[src/rtl/fetch_buffer_pkg.sv]
// fetch_buffer_pkg: memory bus types, FSM states and register record for the fetch buffer
package fetch_buffer_pkg;

    typedef struct packed {
        logic        mem_valid;
        logic        mem_fence;
        logic        mem_spec;
        logic        mem_instr;
        logic [31:0] mem_addr;
        logic [31:0] mem_wdata;
        logic [3:0]  mem_wstrb;
    } mem_in_type;

    typedef struct packed {
        logic        mem_ready;
        logic [31:0] mem_rdata;
    } mem_out_type;

    typedef enum logic [1:0] {IDLE, WAIT, DROP} fb_state_type;

    typedef struct packed {
        logic [31:0]  base;
        logic [31:0]  count;
        logic [31:0]  paddr;
        fb_state_type state;
        logic         imem_valid;
        logic [31:0]  imem_addr;
    } fetch_buffer_reg_type;

    localparam fetch_buffer_reg_type init_fetch_buffer_reg = '{
        base:       32'h0,
        count:      32'h0,
        paddr:      32'h0,
        state:      IDLE,
        imem_valid: 1'b0,
        imem_addr:  32'h0
    };

endpackage

[src/rtl/fetch_buffer_if.sv]
// fetch_buffer_if: request/response pair of one memory port
interface fetch_buffer_if;
    import fetch_buffer_pkg::*;

    mem_in_type  mem_in;
    mem_out_type mem_out;

    modport master (output mem_in, input mem_out);
    modport slave  (input mem_in, output mem_out);
endinterface

[src/rtl/fetch_buffer_ram.sv]
// fetch_buffer_ram: DEPTH x 16 halfword store, two async read ports, two write ports
module fetch_buffer_ram #(
    parameter int DEPTH = 8,
    parameter int AW    = $clog2(DEPTH)
) (
    input  logic          clk_i,
    input  logic          we0_i,
    input  logic [AW-1:0] wa0_i,
    input  logic [15:0]   wd0_i,
    input  logic          we1_i,
    input  logic [AW-1:0] wa1_i,
    input  logic [15:0]   wd1_i,
    input  logic [AW-1:0] ra0_i,
    input  logic [AW-1:0] ra1_i,
    output logic [15:0]   rd0_o,
    output logic [15:0]   rd1_o
);

    logic [15:0] mem_q [DEPTH];

    // both halves of a returned word land in adjacent slots, never the same one
    always_ff @(posedge clk_i) begin
        if (we0_i) mem_q[wa0_i] <= wd0_i;
        if (we1_i) mem_q[wa1_i] <= wd1_i;
    end

    assign rd0_o = mem_q[ra0_i];
    assign rd1_o = mem_q[ra1_i];

endmodule

[src/rtl/fetch_buffer.sv]
// fetch_buffer: prefetching halfword buffer answering fetch requests in the same cycle
module fetch_buffer
    import fetch_buffer_pkg::*;
#(
    parameter int DEPTH = 8
) (
    input  logic          clock,
    input  logic          reset,
    fetch_buffer_if.slave  fetchbuffer,
    fetch_buffer_if.master imem
);

    localparam int AW = $clog2(DEPTH);

    fetch_buffer_reg_type r_q, r_d;
    mem_in_type           req, imem_req;
    mem_out_type          rsp, fb_rsp;

    logic [31:0]   a, off, span, endp, cnt_c;
    logic [15:0]   hw0, hw1;
    logic [AW-1:0] ra0, ra1, wa0, wa1;
    logic          hw0_p, hw1_p, in_win, comp, flush, hit, retire, fill, we0, issue;
    logic          unused_ok;

    assign req  = fetchbuffer.mem_in;
    assign rsp  = imem.mem_out;
    assign a    = req.mem_addr;
    assign span = r_q.count << 1;
    assign off  = a - r_q.base;
    assign endp = r_q.base + span;

    assign ra0 = a[AW:1];
    assign ra1 = ra0 + AW'(1);
    assign wa0 = r_q.paddr[AW:1];
    assign wa1 = wa0 + AW'(1);

    // the halfword just past the window is pending data, so it counts as in-window (wait, not flush)
    assign hw0_p  = off < span;
    assign hw1_p  = (off + 32'd2) < span;
    assign in_win = off <= span;
    assign comp   = hw0[1:0] != 2'b11;
    assign flush  = req.mem_valid & (req.mem_spec | req.mem_fence | ~in_win);
    assign hit    = req.mem_valid & ~req.mem_fence & ~req.mem_spec & hw0_p & (comp | hw1_p);
    assign retire = req.mem_valid & in_win & ~flush;
    assign cnt_c  = retire ? r_q.count - (off >> 1) : r_q.count;
    assign issue  = (r_q.state == IDLE) & ~flush & (cnt_c <= 32'(DEPTH - 2));

    // a word whose low half lies below base (misaligned redirect) only contributes its upper half
    assign fill = rsp.mem_ready & (r_q.state == WAIT) & ~flush;
    assign we0  = fill & (endp == r_q.paddr);

    assign unused_ok = ^{req.mem_wdata, req.mem_wstrb, req.mem_instr};

    fetch_buffer_ram #(.DEPTH(DEPTH)) u_ram (
        .clk_i (clock),
        .we0_i (we0),
        .wa0_i (wa0),
        .wd0_i (rsp.mem_rdata[15:0]),
        .we1_i (fill),
        .wa1_i (wa1),
        .wd1_i (rsp.mem_rdata[31:16]),
        .ra0_i (ra0),
        .ra1_i (ra1),
        .rd0_o (hw0),
        .rd1_o (hw1)
    );

    // next state: consume, fill and flush, with flush overriding both
    always_comb begin
        r_d            = r_q;
        r_d.base       = (flush | retire) ? a : r_q.base;
        r_d.count      = flush ? 32'h0 : cnt_c + (fill ? (we0 ? 32'd2 : 32'd1) : 32'd0);
        r_d.paddr      = flush ? {a[31:2], 2'b00} : fill ? r_q.paddr + 32'd4 : r_q.paddr;
        r_d.state      = issue ? WAIT : rsp.mem_ready ? IDLE : (r_q.state == WAIT && flush) ? DROP : r_q.state;
        r_d.imem_valid = issue;
        r_d.imem_addr  = issue ? r_q.paddr : r_q.imem_addr;
    end

    // state register; reset abandons any in-flight prefetch
    always_ff @(posedge clock or negedge reset) begin
        if (!reset) r_q <= init_fetch_buffer_reg;
        else        r_q <= r_d;
    end

    // instruction-memory request: one-cycle pulse from registered state
    always_comb begin
        imem_req           = '0;
        imem_req.mem_valid = r_q.imem_valid;
        imem_req.mem_instr = 1'b1;
        imem_req.mem_addr  = r_q.imem_addr;
    end

    // fetch response: zero unless the whole instruction is buffered
    always_comb begin
        fb_rsp           = '0;
        fb_rsp.mem_ready = hit;
        fb_rsp.mem_rdata = hit ? (comp ? {16'h0, hw0} : {hw1, hw0}) : 32'h0;
    end

    assign imem.mem_in        = imem_req;
    assign fetchbuffer.mem_out = fb_rsp;

endmodule

[src/flat_wrapper.sv]
// flat-port wrapper written by rule: the top's interface ports become plain ports
module fetch_buffer_flat import fetch_buffer_pkg::*;
#(
    parameter int DEPTH = 8
)
  (clock, reset, fetchbuffer_mem_in, fetchbuffer_mem_out, imem_mem_in, imem_mem_out);
  fetch_buffer_if fetchbuffer_i ();
  fetch_buffer_if imem_i ();
  input  logic clock;
  input  logic reset;
  input wire logic [$bits(fetchbuffer_i.mem_in)-1:0] fetchbuffer_mem_in;
  output wire logic [$bits(fetchbuffer_i.mem_out)-1:0] fetchbuffer_mem_out;
  output wire logic [$bits(imem_i.mem_in)-1:0] imem_mem_in;
  input wire logic [$bits(imem_i.mem_out)-1:0] imem_mem_out;
  assign fetchbuffer_i.mem_in = fetchbuffer_mem_in;
  assign fetchbuffer_mem_out = fetchbuffer_i.mem_out;
  assign imem_mem_in = imem_i.mem_in;
  assign imem_i.mem_out = imem_mem_out;
  fetch_buffer #(.DEPTH(DEPTH)) u_core (.clock(clock), .reset(reset), .fetchbuffer(fetchbuffer_i), .imem(imem_i));
endmodule
[config.mk]
export PLATFORM = sky130hd
export DESIGN_NAME = fetch_buffer_flat
export DESIGN_NICKNAME = d
export VERILOG_FILES = /design/src/rtl/fetch_buffer_pkg.sv /design/src/rtl/fetch_buffer_if.sv /design/src/rtl/fetch_buffer_ram.sv /design/src/rtl/fetch_buffer.sv /design/src/flat_wrapper.sv
export SDC_FILE = /design/constraint.sdc
export NUM_CORES = 1
export LEC_CHECK = 0
export CAP_MARGIN = 0
export CELL_PAD_IN_SITES_DETAIL_PLACEMENT = 0
export CELL_PAD_IN_SITES_GLOBAL_PLACEMENT = 2
export CORE_ASPECT_RATIO = 1.25
export CORE_MARGIN = 2
export CORE_UTILIZATION = 37
export CTS_CLUSTER_SIZE = 24
export DETAILED_ROUTE_END_ITERATION = 8
export GPL_TIMING_DRIVEN = 0
export HOLD_SLACK_MARGIN = 0.05
export MAX_ROUTING_LAYER = met4
export PLACE_DENSITY_LB_ADDON = 0.1
export SETUP_SLACK_MARGIN = 0.3
export SKIP_LAST_GASP = 1
export SYNTH_ARGS = -nofsm -noshare
export SYNTH_HDL_FRONTEND = slang
export SYNTH_SLANG_ARGS = --single-unit
[constraint.sdc]
create_clock -name clock -period 9.77 [get_ports clock]
set_input_delay 1.954 -clock clock [delete_from_list [all_inputs] [get_ports clock]]
set_output_delay 1.954 -clock clock [all_outputs]
set_load 0.02 [all_outputs]
==> impl_metrics.env <==
export IMPL_synth_most_common_cell="nand2_1"
export IMPL_finalHoldViolations=0
export IMPL_cp_data_required_time_ps=7820
export IMPL_worstHoldStart="u_core.imem.mem_in[66]"
export IMPL_worst_slack_ps=492
export IMPL_grt_ovfl_total=0
export IMPL_wl_per_cell_um=23.6
export IMPL_ys_seq_area_share_pct=32.9
export IMPL_synthSimpleGateAreaFrac_pct=14.9
export IMPL_drive_above_1_share_pct=20.6
export IMPL_clkLatencyLatePin_ps=560
export IMPL_relSlewSlack_pct=11.7
export IMPL_ys_async_sr_fraction_pct=49.8
export IMPL_synthMuxAreaShare_pct=13.9
export IMPL_startpoint="fetchbuffer_mem_in[47]"
export IMPL_synth_compound_area_share_pct=14.4
export IMPL_fin_area_um2=26000
export IMPL_synth_top_area_share_pct=18.0
export IMPL_htree_levels=1
export IMPL_setup_viol=0
export IMPL_die_area_um2=59700
export IMPL_path_clk_slew_ps=70
export IMPL_synth_seq_cells=255
export IMPL_synthTopCellsByArea="edfxtp_1 18%, dfrtp_1 15%, ha_1 9.5%"
export IMPL_hold_class="flop to flop"
export IMPL_viasPerCell=5.49
export IMPL_drc=0
export IMPL_drt_initial_drc_count=1096
export IMPL_placed_area_um2=23900
export IMPL_synth_common_cells="183 x nand2_1, 164 x nor2_1, 163 x ha_1"
export IMPL_antenna_left=0
export IMPL_num_vias=17800
export IMPL_avgSynthCellArea_um2=9.61
export IMPL_port_buffers=133
export IMPL_reg2reg_to="u_core.imem.mem_in[59]"
export IMPL_grt_antenna_before_repair=0
export IMPL_startpoint_type="input pin"
export IMPL_rows=98
export IMPL_n_antenna_cell=0
export IMPL_drt_wl_total_um=76700
export IMPL_yosysTopAreaCell="edfxtp_1"
export IMPL_skew_ps=11.4
export IMPL_period_share_pct=95.0
export IMPL_root_buffer="clkbuf_16"
export IMPL_power_density_nw_per_um2=197
export IMPL_synthCells=2223
export IMPL_synth_xor_area_share_pct=7.20
export IMPL_cts_tree="yes"
export IMPL_initial_utilization_pct=37.4
export IMPL_rsz0062_at_grt="no"
export IMPL_drt_pass1_iter_count=7
export IMPL_peakVddDrop_uv=144
export IMPL_grt_pass1_wl_um=113000
export IMPL_critical_path_class="input pin to output port"
export IMPL_io_pins=212
export IMPL_slew_viol_final=0
export IMPL_drv_cap=0
export IMPL_endpoint_kind="output port"
export IMPL_dpl_worst_slack_ps=-2540
export IMPL_reg2regPathDepth=28
export IMPL_status="completed"
export IMPL_synth_distinct_cells=95
export IMPL_die_h_um=273
export IMPL_syn2layout_area_growth_pct=21.8
export IMPL_timing_fmax_ghz=0.108
export IMPL_first_global_vias=18300
export IMPL_cts_sinks=255
export IMPL_die_w_um=219
export IMPL_synth_top_family_by_area="simple AND/OR/NAND/NOR gates"
export IMPL_synth_edf_count=128
export IMPL_track_usage_pct=26.2
export IMPL_netlist_area_um2=21400
export IMPL_cts_buffers_inserted=27
export IMPL_ys_flop_type="edfxtp_1"
export IMPL_dp_hpwl_um=61200
export IMPL_r2r_start="u_core.r_q[99]"
export IMPL_final_nets=2753
export IMPL_grt_max_degree=90
export IMPL_leakage_nw=10.6
export IMPL_core_um2=57100
export IMPL_clockBufferDepth=3
export IMPL_cp_max_fo=8
export IMPL_gp_congestion=0.922
export IMPL_tightest_slew_ps=1320
export IMPL_endpoint="fetchbuffer_mem_out[31]"
export IMPL_cp_arrival_ps=7320
export IMPL_regToRegSetupSlack_ps=1960
export IMPL_synth_fa_ha_area_share_pct=9.92
export IMPL_synth_warnings=0
export IMPL_period_needed_ps=9280
export IMPL_cts_hold_buf=0
[flip-flops by register name, summed over array words and instances, names as in the netlist]
register            cells
u_core.imem.mem_in     31
u_core.r_q             96
u_core.u_ram.mem_q    128
[repair_timing]
| action | 4_1_cts | 5_1_grt |
|---|---|---|
| pin swaps | 30 | 37 |
| resized for setup | 297 | 70 |
| buffers inserted | 26 | 20 |
| cloned | 1 | 0 |
| setup endpoints to repair | 288 | 135 |
[worst min path at each step]
| stage | to | slack, ps | cells after the start |
|---|---|---|---|
| 2_1_floorplan | u_core.imem.mem_in[39] | 460 | 1 |
| 3_3_place_gp | u_core.imem.mem_in[66] | 470 | 1 |
| 3_5_place_dp | u_core.imem.mem_in[60] | 480 | 1 |
| 4_1_cts | u_core.imem.mem_in[66] | 490 | 1 |
| 5_1_grt | u_core.imem.mem_in[66] | 510 | 1 |
| 6_report | u_core.imem.mem_in[66] | 490 | 1 |
[kinds of logic after synthesis]
family,after synthesis
buf+inv,301
fa+ha+maj,167
other cells,2
xor+xnor,174
mux,203
compound gates,477
flops,255
simple gates,644
[stage by stage]
step	hold slack (ps)	power [W]	utilization, %	std cells	setup TNS [ps]
after floorplan	459	0.00303	-	2262	0
after global placement	472	0.00385	41.6	3145	-467800
after detailed placement	476	0.00386	41.8	3153	-377580
final	489	0.00511	45.5	3247	0
after global routing	512	0.00542	45.5	3247	0
after CTS	492	0.00509	44.8	3227	0
[per-layer routing]
layer / track usage [%] / share of wire (%)
met5: - / 0
met4: 10.7 / 4.4
met3: 1.54 / 3.4
met2: 48.4 / 54
met1: 29.1 / 39
[critical path: stages]
cell,delay (ps)
dlygate4sd2_1,320
ha_1,320
clkbuf_4,190
a211oi_2,290
o21ai_1,140
a211oi_2,340
o21ai_1,160
a21oi_4,230
o311ai_1,170
a31o_2,290
a21oi_2,180
xor2_2,240
inv_1,110
ha_2,320
and3_1,210
and2_4,180
a221o_1,440
a211o_1,290
nand4b_1,200
buf_6,200
buf_4,190
nor2_2,170
buf_2,190
[cell usage in the layout (no fill, tap or decap), types with 19 or more instances in the layout]
master and count:
ha_1 142, a21oi_1 118, and3_1 19, mux4_2 65, clkdlybuf4s50_1 82, nand4_1 38
buf_4 136, nor4_1 20, o21a_1 21, edfxtp_1 128, nor2_1 141, nor3_1 52
mux2i_1 42, conb_1 41, nand2_1 179, xnor2_1 101, a21o_1 46, mux2_2 68
mux2_1 28, nand3_1 45, clkbuf_16 29, dfrtp_1 127, o21ai_0 115, clkbuf_1 66
xor2_1 53, inv_1 126, buf_2 24, nor2b_1 19
[layout make-up]
class | instances | area [um2]
Clock inverter | 17 | 231
Clock buffer | 30 | 687
Fill cell | 5568 | 31100
Multi-Input combinational cell | 1706 | 13900
Timing Repair Buffer | 188 | 1770
Tap cell | 750 | 938
Inverter | 128 | 480
Buffer | 173 | 1010
Sequential cell | 255 | 7020
[power by group]
group	total [W]	leakage, nW	switching (W)	internal, W
registers	0.00139	2.76	0.000131	0.00126
clock network	0.00111	0.449	0.000453	0.000660
logic	0.00261	7.39	0.00154	0.00107
total	0.00511	10.6	0.00212	0.00299
Power figures use the tool's default switching activity.
